## src/rtl/ocp_tree_router.sv

```systemverilog
// ---------------------------------------------------------------------------
// ocp_tree_router
//   Routes one OCP-style master to NUM_SLAVES slaves. The slave is selected
//   by the top SEL_W address bits. The command is latched in IDLE and
//   presented to the selected slave from the following cycle. A watchdog per
//   REQ/RESP phase turns a hung slave into an ERR response. The active link,
//   the FSM state and a saturating error count are exported for debug.
//
//   Ports
//     clk, rst_n               clock, asynchronous active-low reset
//     m_MCmd/m_MAddr/m_MData   master request (cmd 1 WR, 2 RD, else idle)
//     m_SCmdAccept             one-cycle accept pulse to the master
//     m_SResp/m_SData          response (0 NULL, 1 DVA, 3 ERR), valid in DONE
//     s_MCmd                   per-slave cmd, slave i on bits [3i+2:3i]
//     s_MAddr/s_MData          latched address/data broadcast to all slaves
//     s_SCmdAccept             per-slave accept
//     s_SData/s_SResp          per-slave read data and response
//     active_link              slave index of the latest routed transaction
//     link_state               FSM state (IDLE 0, REQ 1, ACK 2, RESP 3, DONE 4)
//     err_cnt                  decode/timeout/slave-ERR events, saturates at 255
// ---------------------------------------------------------------------------
module ocp_tree_router #(
  parameter int NUM_SLAVES = 2,
  parameter int ADDR_W     = 8,
  parameter int DATA_W     = 8,
  parameter int SEL_W      = 1,
  parameter int TIMEOUT    = 255
) (
  input  logic                         clk,
  input  logic                         rst_n,
  input  logic [2:0]                   m_MCmd,
  input  logic [ADDR_W-1:0]            m_MAddr,
  input  logic [DATA_W-1:0]            m_MData,
  output logic                         m_SCmdAccept,
  output logic [DATA_W-1:0]            m_SData,
  output logic [1:0]                   m_SResp,
  output logic [3*NUM_SLAVES-1:0]      s_MCmd,
  output logic [ADDR_W-1:0]            s_MAddr,
  output logic [DATA_W-1:0]            s_MData,
  input  logic [NUM_SLAVES-1:0]        s_SCmdAccept,
  input  logic [DATA_W*NUM_SLAVES-1:0] s_SData,
  input  logic [2*NUM_SLAVES-1:0]      s_SResp,
  output logic [SEL_W-1:0]             active_link,
  output logic [2:0]                   link_state,
  output logic [7:0]                   err_cnt
);

  localparam logic [2:0] CMD_WR    = 3'd1;
  localparam logic [2:0] CMD_RD    = 3'd2;
  localparam logic [1:0] RESP_NULL = 2'd0;
  localparam logic [1:0] RESP_ERR  = 2'd3;

  localparam logic [SEL_W:0] NUM_SLV_L = (SEL_W+1)'(NUM_SLAVES);
  localparam int             WD_W      = (TIMEOUT > 1) ? $clog2(TIMEOUT) : 1;
  localparam logic [WD_W-1:0] WD_LAST  = WD_W'(TIMEOUT - 1);

  typedef enum logic [2:0] {
    ST_IDLE = 3'd0,
    ST_REQ  = 3'd1,
    ST_ACK  = 3'd2,
    ST_RESP = 3'd3,
    ST_DONE = 3'd4
  } state_t;

  function automatic logic [7:0] sat_inc8(input logic [7:0] v);
    return (v == 8'hFF) ? v : v + 8'd1;
  endfunction

  state_t              state;
  state_t              state_nxt;

  logic [2:0]          cmd_p0;
  logic [ADDR_W-1:0]   addr_p0;
  logic [DATA_W-1:0]   wdata_p0;
  logic [SEL_W-1:0]    sel_p0;
  logic                err_p0;
  logic [1:0]          resp_p1;
  logic [DATA_W-1:0]   rdata_p1;
  logic [WD_W-1:0]     wd_cnt;

  logic                m_cmd_valid;
  logic [SEL_W-1:0]    sel_in;
  logic                sel_ok;
  logic                acc_sel;
  logic [1:0]          resp_sel;
  logic [DATA_W-1:0]   rdata_sel;
  logic                wd_exp;
  logic                dec_err;
  logic                req_to;
  logic                resp_to;
  logic                slv_err;
  logic                err_evt;

  assign m_cmd_valid = (m_MCmd == CMD_WR) || (m_MCmd == CMD_RD);
  assign sel_in      = m_MAddr[ADDR_W-1 -: SEL_W];
  assign sel_ok      = ({1'b0, sel_in} < NUM_SLV_L);
  assign wd_exp      = (TIMEOUT != 0) && (wd_cnt == WD_LAST);

  // Selected-slave view; an out-of-range select leaves these at 0 and is
  // never consulted because decode errors bypass REQ/RESP.
  always_comb begin
    acc_sel   = 1'b0;
    resp_sel  = RESP_NULL;
    rdata_sel = '0;
    for (int i = 0; i < NUM_SLAVES; i++) begin
      if (sel_p0 == SEL_W'(i)) begin
        acc_sel   = s_SCmdAccept[i];
        resp_sel  = s_SResp[2*i +: 2];
        rdata_sel = s_SData[DATA_W*i +: DATA_W];
      end
    end
  end

  assign dec_err = (state == ST_IDLE) && m_cmd_valid && !sel_ok;
  assign req_to  = (state == ST_REQ)  && !acc_sel && wd_exp;
  assign resp_to = (state == ST_RESP) && (resp_sel == RESP_NULL) && wd_exp;
  assign slv_err = (state == ST_RESP) && (resp_sel == RESP_ERR);
  assign err_evt = dec_err || req_to || resp_to || slv_err;

  always_ff @(posedge clk or negedge rst_n) begin
    if (!rst_n) state <= ST_IDLE;
    else        state <= state_nxt;
  end

  always_comb begin
    state_nxt = state;
    case (state)
      ST_IDLE: begin
        if (m_cmd_valid) state_nxt = sel_ok ? ST_REQ : ST_ACK;
      end
      ST_REQ: begin
        if (acc_sel || wd_exp) state_nxt = ST_ACK;
      end
      ST_ACK: begin
        // Writes are posted: no response phase even when err is flagged.
        if (cmd_p0 == CMD_RD) state_nxt = err_p0 ? ST_DONE : ST_RESP;
        else                  state_nxt = ST_IDLE;
      end
      ST_RESP: begin
        if ((resp_sel != RESP_NULL) || wd_exp) state_nxt = ST_DONE;
      end
      ST_DONE:  state_nxt = ST_IDLE;
      default:  state_nxt = ST_IDLE;
    endcase
  end

  // Stage p0: command latch in IDLE; p1: response register loaded on DONE entry
  always_ff @(posedge clk or negedge rst_n) begin
    if (!rst_n) begin
      cmd_p0      <= '0;
      addr_p0     <= '0;
      wdata_p0    <= '0;
      sel_p0      <= '0;
      err_p0      <= 1'b0;
      resp_p1     <= RESP_NULL;
      rdata_p1    <= '0;
      active_link <= '0;
      err_cnt     <= '0;
    end else begin
      case (state)
        ST_IDLE: begin
          if (m_cmd_valid) begin
            cmd_p0   <= m_MCmd;
            addr_p0  <= m_MAddr;
            wdata_p0 <= m_MData;
            sel_p0   <= sel_in;
            err_p0   <= !sel_ok;
            if (sel_ok) active_link <= sel_in;
          end
        end
        ST_REQ: begin
          if (req_to) err_p0 <= 1'b1;
        end
        ST_ACK: begin
          if ((cmd_p0 == CMD_RD) && err_p0) begin
            resp_p1  <= RESP_ERR;
            rdata_p1 <= '0;
          end
        end
        ST_RESP: begin
          if (resp_sel != RESP_NULL) begin
            resp_p1  <= resp_sel;
            rdata_p1 <= rdata_sel;
          end else if (wd_exp) begin
            resp_p1  <= RESP_ERR;
            rdata_p1 <= '0;
          end
        end
        ST_DONE: begin
          resp_p1  <= RESP_NULL;
          rdata_p1 <= '0;
        end
        default: ;
      endcase
      if (err_evt) err_cnt <= sat_inc8(err_cnt);
    end
  end

  // Watchdog: held at 0 outside REQ/RESP so every phase entry starts from 0
  always_ff @(posedge clk or negedge rst_n) begin
    if (!rst_n)                                   wd_cnt <= '0;
    else if ((state == ST_REQ) || (state == ST_RESP)) wd_cnt <= wd_cnt + 1'b1;
    else                                          wd_cnt <= '0;
  end

  always_comb begin
    s_MCmd = '0;
    if (state == ST_REQ) begin
      for (int i = 0; i < NUM_SLAVES; i++) begin
        if (sel_p0 == SEL_W'(i)) s_MCmd[3*i +: 3] = cmd_p0;
      end
    end
  end

  assign s_MAddr      = addr_p0;
  assign s_MData      = wdata_p0;
  assign m_SCmdAccept = (state == ST_ACK);
  assign m_SResp      = (state == ST_DONE) ? resp_p1  : RESP_NULL;
  assign m_SData      = (state == ST_DONE) ? rdata_p1 : '0;
  assign link_state   = state;

endmodule

```

## config.mk

```make
export PLATFORM = sky130hd
export DESIGN_NAME = ocp_tree_router
export DESIGN_NICKNAME = d
export VERILOG_FILES = /design/src/rtl/ocp_tree_router.sv
export SDC_FILE = /design/constraint.sdc
export NUM_CORES = 1
export LEC_CHECK = 0
export CAP_MARGIN = 20
export CORE_MARGIN = 2
export CORE_UTILIZATION = 45
export DETAILED_ROUTE_END_ITERATION = 8
export PLACE_DENSITY = 0.81
export RECOVER_POWER = 100
export SETUP_SLACK_MARGIN = 0.02
export SYNTH_ARGS = -nofsm -noshare
export SYNTH_HDL_FRONTEND = slang
export SYNTH_SLANG_ARGS = --single-unit
```

## constraint.sdc

```tcl
create_clock -name clk -period 2.45 [get_ports clk]
set_input_delay 0.245 -clock clk [delete_from_list [all_inputs] [get_ports clk]]
set_output_delay 0.245 -clock clk [all_outputs]
set_load 0.05 [all_outputs]
```

==> results_dict.tcl, run 1 <==
set metrics [dict create \
    async_reset_ff_share_pct 100.0 \
    finalMaxSlewViolations 0 \
    gp_congestion 0.8202 \
    top_level_ports 88 \
    cts_sinks 49 \
    cp_data_required_time_ps 2670 \
    rsz0062_at_grt "false" \
    drt_iter0_drc 109 \
    ys_warn_count 0 \
    drive_above_1_share_pct 15.24 \
    p_leak_nw 1.558 \
    pwr-share-seq_pct 34.0 \
    finalPower_mw 3.848 \
    initial_utilization_pct 47.07 \
    num_rows 26 \
    portBuffers 87 \
    ant_nets 0 \
    synth_top_family_by_area "simple AND/OR/NAND/NOR gates" \
    routedWlPerCell_um 13.92 \
    post-route-util_pct 68.00 \
    path_cells "or3b_1, and2_0, o32ai_1, buf_4, nand2_1, o21ai_1" \
    powerDensity_nw_per_um2 1094 \
    nets 361 \
    skew_ps 5.919 \
    dieArea_um2 6015 \
    synth_flop_cell "dfrtp_1" \
    synthDistinctLibCells 41 \
    tns_ps 0 \
    muxShareOfSynthArea_pct 14.29 \
    slew-limit-headroom_pct 20.01 \
    postCtsSetupBuffers 0 \
    vdd_drop_max_mv 0.7175 \
    gr-total-overflow 0 \
    ys_seq_area_share_pct 50.36 \
    crit_path_end_kind "flip-flop" \
    h-tree-depth 2 \
    synth_area_um2 2435 \
    root_buffer "clkbuf_8" \
    arrival_ps 2510 \
    clockPowerShare_pct 12.1 \
    synth-simple-area-share_pct 17.93 \
    synth_edf_count 0 \
    slowest_delay_ps 670 \
    drcViolationCount 0 \
    ctsResizeCount 0 \
    antenna_found_initial 0 \
    synthAdderAreaFrac_pct 1.542 \
    synthCells 224 \
    insertion_delay_ps 290 \
    worstPathMaxFanout 7 \
    status "finished clean" \
    fillCellCount 385 \
    period_needed_ps 2295 \
    finalSetupViolations 0 \
    synth-seq-cells 49 \
    synth_xor_area_share_pct 3.597 \
    vias 1960 \
    coreArea_um2 5172 \
    power.switching_mw 1.783 \
    syn_avg_cell_area_um2 10.87 \
    synth_compound_area_share_pct 9.353 \
    syn_nets 270 \
    path_class "flip-flop to flip-flop" \
    combPwrFrac_pct 54.0 \
    worstMarginPinSlew_ps 1200 \
    die_x_um 77.56 \
    clk_pin_slew_ps 80 \
    hold_class "primary input to async pin" \
    numCtsBuffers 5 \
    grt.total_usage_pct 18.93 \
    cts_tree "done" \
    cap_violations 0 \
    hold_viol_final 0 \
    switching_share_pct 46.33 \
    num_antenna_cells 0 \
    dpl.hpwl_mm 4.049 \
    grt_pass1_wl_mm 9.025 \
    wl_mm 5.361 \
    clockBufferDepth 2 \
    first_pass_iters 4 \
    areaGrowthSynthToFinish_pct 44.45 \
    period_share_pct 93.69 \
    critPathSlowestCell "o32ai_1" \
    p_int_mw 2.065 \
    die_h_um 77.56 \
    fin_cells 385 \
    placedCellCount 378 \
    fmax_mhz 435.6 \
    hold_buffers 0 \
    startpoint_type "flip-flop" \
    viasPerCell 5.091 \
    grt_pass1_vias 1945 \
    grt_max_degree 50 \
    hold_ws_ps 271.5 \
]
power by group through the flow:
stage	registers [mW]	logic, mW	clock network, mW
after floorplan	1.87	0.904	0
after global placement	1.32	2.17	0
after detailed placement	1.33	2.20	0
after CTS	1.32	2.21	0.482
after global routing	1.35	2.21	0.514
final	1.31	2.08	0.465
kinds of logic after synthesis:
kind of cell    Yosys count
xor+xnor                 10
flops                    49
buf+inv                  15
mux                      32
fa+ha+maj                 3
compound gates           31
simple gates             84
final timing paths:
path	from	end	slack [ps]	cells after the start
setup / recovery	s_MAddr[7]	rdata_p1[5]	150	6
hold / removal	rst_n	s_MData[1]	270	2
setup reg to reg	s_MAddr[7]	rdata_p1[5]	150	6
hold reg to reg	rdata_p1[2]	rdata_p1[2]	480	2
max in group asynchronous	rst_n	s_MData[2]	1440	2
min in group clk	rdata_p1[2]	rdata_p1[2]	480	2
worst max-delay path: cells and delay by family (launching register included):
kind                   cells  cell delay [ps]
and+or+nand+nor            3              690
AOI/OAI and AO/OA          2              750
buffers and inverters      1              270
DFF                        1              510
layout make-up:
type	instances	area, µm²	share of cell area, %
inverter	5	18.77	0.5336
clock buffer	7	86.33	2.455
tap	70	87.58	2.490
sequential	49	1226	34.86
timing repair buffer	94	970.9	27.61
multi-input combinational	160	1127	32.05
synthesized netlist by cell type, types with 2 or more instances:
master,count,area (µm²)
nand4_1,4,25.02
buf_4,3,22.52
ha_1,3,37.54
a211oi_2,2,25.02
nand3_1,5,25.02
mux2i_1,10,100.1
a21oi_1,8,40.04
mux2_1,5,56.30
inv_1,5,18.77
xor2_1,9,78.83
nor4_1,2,12.51
o31ai_1,2,15.01
nand2_1,18,67.56
buf_2,3,15.01
o21ai_1,8,40.04
nor2b_1,4,25.02
nand2b_1,6,37.54
nor2_1,15,56.30
mux2_2,17,191.4
dfrtp_1,49,1226
and3_1,6,37.54
and2_1,16,100.1
nor3_1,4,20.02
clkbuf_1,3,11.26
routing by layer:
layer	GRT usage [%]	vias up	share of wire, %
met5	0	-	0
met3	6.628	5	7.4
met2	30.35	72	46
met1	24.06	926	45
met4	6.071	0	1.2
li1	-	957	-
registers in the layout, summed over array words and instances (netlist names):
| name | cells |
|---|---|
| s_MAddr | 8 |
| err_p0 | 1 |
| link_state | 3 |
| wd_cnt | 8 |
| err_cnt | 8 |
| cmd_p0 | 3 |
| resp_p1 | 2 |
| s_MData | 8 |
| rdata_p1 | 8 |
metrics by stage:
stage / worst slack (ps) / cell area (µm²)
6_report: 154.5 / 3517
5_1_grt: 25.48 / 3517
4_1_cts: 144.3 / 3562
3_5_place_dp: 214.8 / 3476
3_3_place_gp: 243.4 / 3476
2_1_floorplan: 120.6 / 2435
layout by cell type (no fill, tap or decap), types with 2 or more instances in the layout:
master           Yosys  layout
buf_4                3       2
clkbuf_8             0       6
buf_12               0      10
dfrtp_1             49      49
nand2_1             18      18
nor2_1              15      15
clkbuf_1             3       5
clkbuf_2             0       7
nand3_1              5       5
dlygate4sd3_1        0      28
a211oi_1             1       2
nand4_1              4       4
inv_1                5       5
and2_0               0      10
o21ai_0              0       5
nor2b_1              4       3
nor3_1               4       4
nor4_1               2       2
a21oi_1              8       8
mux2_1               5       5
o31ai_1              2       2
mux2i_1             10      10
o21ai_1              8       3
and2_1              16       6
xor2_1               9       9
nand2b_1             6       6
clkdlybuf4s50_1      0      42
mux2_2              17      17
ha_1                 3       3
and3_1               6       6
Power figures use the tool's default switching activity.
==> run 2, diff against run 1 <==
- CORE_UTILIZATION: 45 -> 46
- CTS_BUF_LIST: default -> sky130_fd_sc_hd__clkbuf_4 sky130_fd_sc_hd__clkbuf_8
- PLACE_DENSITY: 0.81 -> 0.82
==> run 2 against run 1 <==
Net effect: utilization grew 1.3 points; clock power is essentially flat; critical path depth shrank 1; critical path type is now flip-flop to output pin; cell count grew 1.3%; die area shrank 2.1%; routed wire length grew 2.6%; non-clock buffer count grew 4; sequential power is essentially flat; clock skew grew 0.59 ps.
==> results_dict.tcl, run 2 (same netlist as run 1, synthesis figures left out) <==
set metrics [dict create \
    cts_sinks 49 \
    dieArea_um2 5891 \
    hold_ws_ps 481.2 \
    combPwrFrac_pct 54.4 \
    switching_share_pct 46.87 \
    grt_pass1_wl_mm 9.632 \
    cpMostUsedCell "clkbuf_1" \
    grt_use_met2_pct 34.39 \
    die_h_um 76.76 \
    nets 365 \
    drcViolationCount 0 \
    top_level_ports 88 \
    worstPathMaxFanout 13 \
    grt.total_usage_pct 20.18 \
    coreArea_um2 5107 \
    drt_iter0_drc 97 \
    period_share_pct 90.52 \
    postCtsSetupBuffers 0 \
    initial_utilization_pct 47.67 \
    gr-total-overflow 0 \
    arrival_ps 1970 \
    crit_path_end_kind "output pin" \
    critPathSlowestCell "clkbuf_1" \
    fillCellCount 405 \
    numCtsBuffers 5 \
    clockPowerShare_pct 12.0 \
    areaGrowthSynthToFinish_pct 45.32 \
    h-tree-depth 2 \
    num_rows 26 \
    portBuffers 87 \
    drive_above_1_share_pct 15.94 \
    hold_class "flip-flop to flip-flop" \
    final_cell_mix "dfrtp_1, clkdlybuf4s50_1, dlygate4sd3_1" \
    vdd_drop_max_mv 0.8758 \
    p_leak_nw 1.573 \
    finalSetupViolations 0 \
    die_x_um 76.76 \
    power.switching_mw 1.806 \
    startpoint_type "flip-flop" \
    hold_viol_final 0 \
    grt_max_degree 33 \
    dpl_cell_area_um2 3498 \
    wl_mm 5.500 \
    antenna_found_initial 0 \
    grtUsageMet1_pct 24.02 \
    gp_congestion 0.7858 \
    num_antenna_cells 0 \
    cap_violations 0 \
    grt_pass1_vias 2098 \
    cp_data_required_time_ps 2200 \
    insertion_delay_ps 300 \
    slowest_delay_ps 400 \
    rsz0062_at_grt "false" \
    finalMaxSlewViolations 0 \
    tns_ps 0 \
    final_common_cell "dfrtp_1" \
    use_met3_pct 6.353 \
    period_needed_ps 2218 \
    worstMarginPinSlew_ps 963.5 \
    routedWlPerCell_um 14.10 \
    finish.instance_area_um2 3538 \
    ant_nets 0 \
    cts_tree "done" \
    slew-limit-headroom_pct 35.77 \
    pwr-share-seq_pct 33.6 \
    vias 2007 \
    clockBufferDepth 2 \
    viasPerCell 5.146 \
    first_pass_iters 4 \
    root_buffer "clkbuf_8" \
    powerDensity_nw_per_um2 1089 \
    path_cells "clkbuf_1, nor3b_1, clkbuf_1, and2_0, buf_12" \
    clk_pin_slew_ps 80 \
    path_class "flip-flop to output pin" \
    p_int_mw 2.048 \
    dpl.hpwl_mm 4.212 \
    fmax_mhz 450.9 \
    top_usage_layer "met2" \
    status "finished clean" \
    skew_ps 6.504 \
]
-- run 2: through the flow --
step / power, mW / utilization (%) / instances / setup WS (ps)
global placement: 3.506 / 68.50 / 381 / 226.0
finish: 3.854 / 69.28 / 390 / 232.2
CTS: 4.030 / 70.38 / 390 / 73.68
global route: 4.094 / 69.28 / 390 / 67.51
detailed placement: 3.552 / 68.50 / 381 / 155.7
floorplan: 2.779 / - / 224 / 120.6
-- run 2: final cells by class --
cell class                 instances  area [µm²]  area share [%]
inverter                           5       18.77          0.5304
multi-input combinational        160        1127           31.86
clock buffer                       6       76.32           2.157
timing repair buffer              98       992.2           28.04
sequential                        49        1226           34.65
tap                               70       87.58           2.475
clock inverter                     2       10.01          0.2829
-- run 2: critical path, delay by kind of cell (launching register included) --
kind,cells,cell delay [ps]
and+or+nand+nor,2,500
DFF,1,340
buffers and inverters,3,830
-- run 2: power by group through the flow --
stage	Clock, mW	Sequential [mW]	Combinational, mW
floorplan	0	1.87	0.904
global placement	0	1.30	2.21
detailed placement	0	1.32	2.23
CTS	0.473	1.31	2.25
global route	0.513	1.34	2.24
finish	0.463	1.30	2.10
-- run 2: path summary, 6_finish.rpt --
| kind | from | to | slack [ps] | depth (start not counted) |
|---|---|---|---|---|
| setup / recovery | link_state[2] | m_SData[2] | 230 | 5 |
| hold / removal | rdata_p1[3] | rdata_p1[3] | 480 | 2 |
| setup reg to reg | link_state[0] | err_cnt[7] | 250 | 5 |
| hold reg to reg | rdata_p1[3] | rdata_p1[3] | 480 | 2 |
| max in group asynchronous | rst_n | rdata_p1[1] | 540 | 3 |
| min in group asynchronous | rst_n | s_MData[6] | 610 | 2 |
-- run 2: repair_timing --
item	4_1_cts	5_1_grt
endpoints found under the hold margin	17	0
hold buffers	1	0
endpoints found under the setup margin	0	1
resized for setup	0	1
-- run 2: metal layers --
layer | up-vias | wire length (µm) | share of wire (%)
li1 | 965 | - | -
met1 | 955 | 2208 | 40
met2 | 75 | 2774 | 50
met3 | 12 | 405 | 7.4
met4 | 0 | 111 | 2.0
met5 | - | 0 | 0
==> run 3, diff against run 2 <==
--- a/constraint.sdc
+++ b/constraint.sdc
@@ -3,2 +3,2 @@
 set_output_delay 0.245 -clock clk [all_outputs]
-set_load 0.05 [all_outputs]
+set_load 0.005 [all_outputs]
==> run 3 against run 2 <==
Net effect: utilization down 1.2 points; global-route usage about the same; routed wire length down 0.67%; cell area down 1.7%; via count down 1.1%; clock skew about the same; critical endpoint is now m_SData[4].
==> results_dict.tcl, run 3 (same netlist as run 1, synthesis figures left out) <==
set metrics [dict create \
    grt.total_usage_pct 20.19 \
    tns_ps 0 \
    drcViolationCount 0 \
    vdd_drop_max_mv 0.5510 \
    portBuffers 87 \
    clockBufferDepth 2 \
    dieArea_um2 5891 \
    drive_above_1_share_pct 11.21 \
    vias 1985 \
    viasPerCell 5.077 \
    die_x_um 76.76 \
    worstMarginPinSlew_ps 1435 \
    hold_ws_ps 268.3 \
    reg2regPathDepth 5 \
    period_needed_ps 2288 \
    fmax_mhz 437.1 \
    worstPathMaxFanout 13 \
    num_antenna_cells 0 \
    antenna_found_initial 0 \
    nets 366 \
    routedWlPerCell_um 13.97 \
    h-tree-depth 2 \
    drt_iter0_drc 81 \
    cts_sinks 49 \
    gr-total-overflow 0 \
    die_h_um 76.76 \
    slew-limit-headroom_pct 4.321 \
    num_rows 26 \
    coreArea_um2 5107 \
    cap_violations 0 \
    insertion_delay_ps 300 \
    placedCellCount 382 \
    fin_cells 391 \
    startpoint_type "flip-flop" \
    rsz0062_at_grt "false" \
    crit_path_end_kind "output pin" \
    r2r_end "err_cnt[1]" \
    clk_pin_slew_ps 90 \
    cts_tree "done" \
    grt_pass1_wl_mm 9.701 \
    first_pass_iters 4 \
    cp_data_required_time_ps 2200 \
    powerDensity_nw_per_um2 882.2 \
    gp_congestion 0.7906 \
    grt_max_degree 28 \
    arrival_ps 2040 \
    hold_class "primary input to async pin" \
    wl_mm 5.463 \
    path_class "flip-flop to output pin" \
    initial_utilization_pct 47.67 \
    skew_ps 6.900 \
    postCtsSetupBuffers 0 \
    grt_pass1_vias 2133 \
    areaGrowthSynthToFinish_pct 42.81 \
    period_share_pct 93.37 \
    final_common_cell "clkdlybuf4s50_1" \
    finalSetupViolations 0 \
    dpl.hpwl_mm 4.277 \
    root_buffer "clkbuf_8" \
    final_cell_mix "clkdlybuf4s50_1, dfrtp_1, dlygate4sd3_1" \
    status "finished clean" \
    r2r_slack_ps 260 \
    finalMaxSlewViolations 0 \
    top_level_ports 88 \
    ant_nets 0 \
    p_leak_nw 1.546 \
    hold_viol_final 0 \
    fillCellCount 419 \
    r2r-start "link_state[0]" \
    numCtsBuffers 5 \
]
-- run 3: area by class of cell --
class | count | area (µm²) | share of cell area (%)
Sequential cell | 49 | 1227 | 35.30
Multi-Input combinational cell | 160 | 1124 | 32.31
Timing Repair Buffer | 99 | 933.4 | 26.84
Tap cell | 70 | 87.58 | 2.519
Clock buffer | 6 | 76.32 | 2.195
Inverter | 5 | 18.77 | 0.5398
Clock inverter | 2 | 10.01 | 0.2879
-- run 3: through the flow --
step,instance area (µm²),util [%],total power [mW],worst slack (ps)
after floorplan,2435,-,2.014,470.8
after global placement,3421,66.98,2.714,223.2
after detailed placement,3421,66.98,2.758,181.8
after CTS,3517,68.86,3.239,127.7
after global routing,3477,68.08,3.314,57.99
final,3477,68.08,3.067,162.4
-- run 3: power breakdown --
group | switching (mW) | internal [mW]
Clock | 0.251 | 0.209
Combinational | 0.558 | 0.755
Sequential | 0.210 | 1.08
Total | 1.02 | 2.05
-- run 3: timing repair --
item,in CTS,in global routing
setup endpoints to repair,0,1
endpoints found under the hold margin,49,0
hold buffers,1,0
resized for setup,0,1
-- run 3: how the worst max path moves through the flow --
stage,start,slack [ps],to,cells after the start
floorplan,s_MAddr[7],470,err_cnt[7],6
global placement,s_SCmdAccept[0],220,err_cnt[7],6
detailed placement,s_SCmdAccept[0],180,err_cnt[7],6
CTS,link_state[0],130,s_MCmd[0],5
global route,link_state[1],60,m_SData[4],4
finish,link_state[1],160,m_SData[4],4
-- run 3: routing by layer --
metal | vias to the layer above | GRT usage (%) | share of wire, %
li1 | 967 | - | -
met1 | 947 | 23.05 | 41
met2 | 67 | 37.11 | 51
met3 | 4 | 6.588 | 7.7
met4 | 0 | 3.455 | 0.81
met5 | - | 0 | 0
-- run 3: worst max-delay path, stage by stage (launching register included) --
cell,delay (ps)
dfrtp_1,530
nor3b_1,240
clkbuf_2,270
and2_1,150
dlygate4sd3_1,560
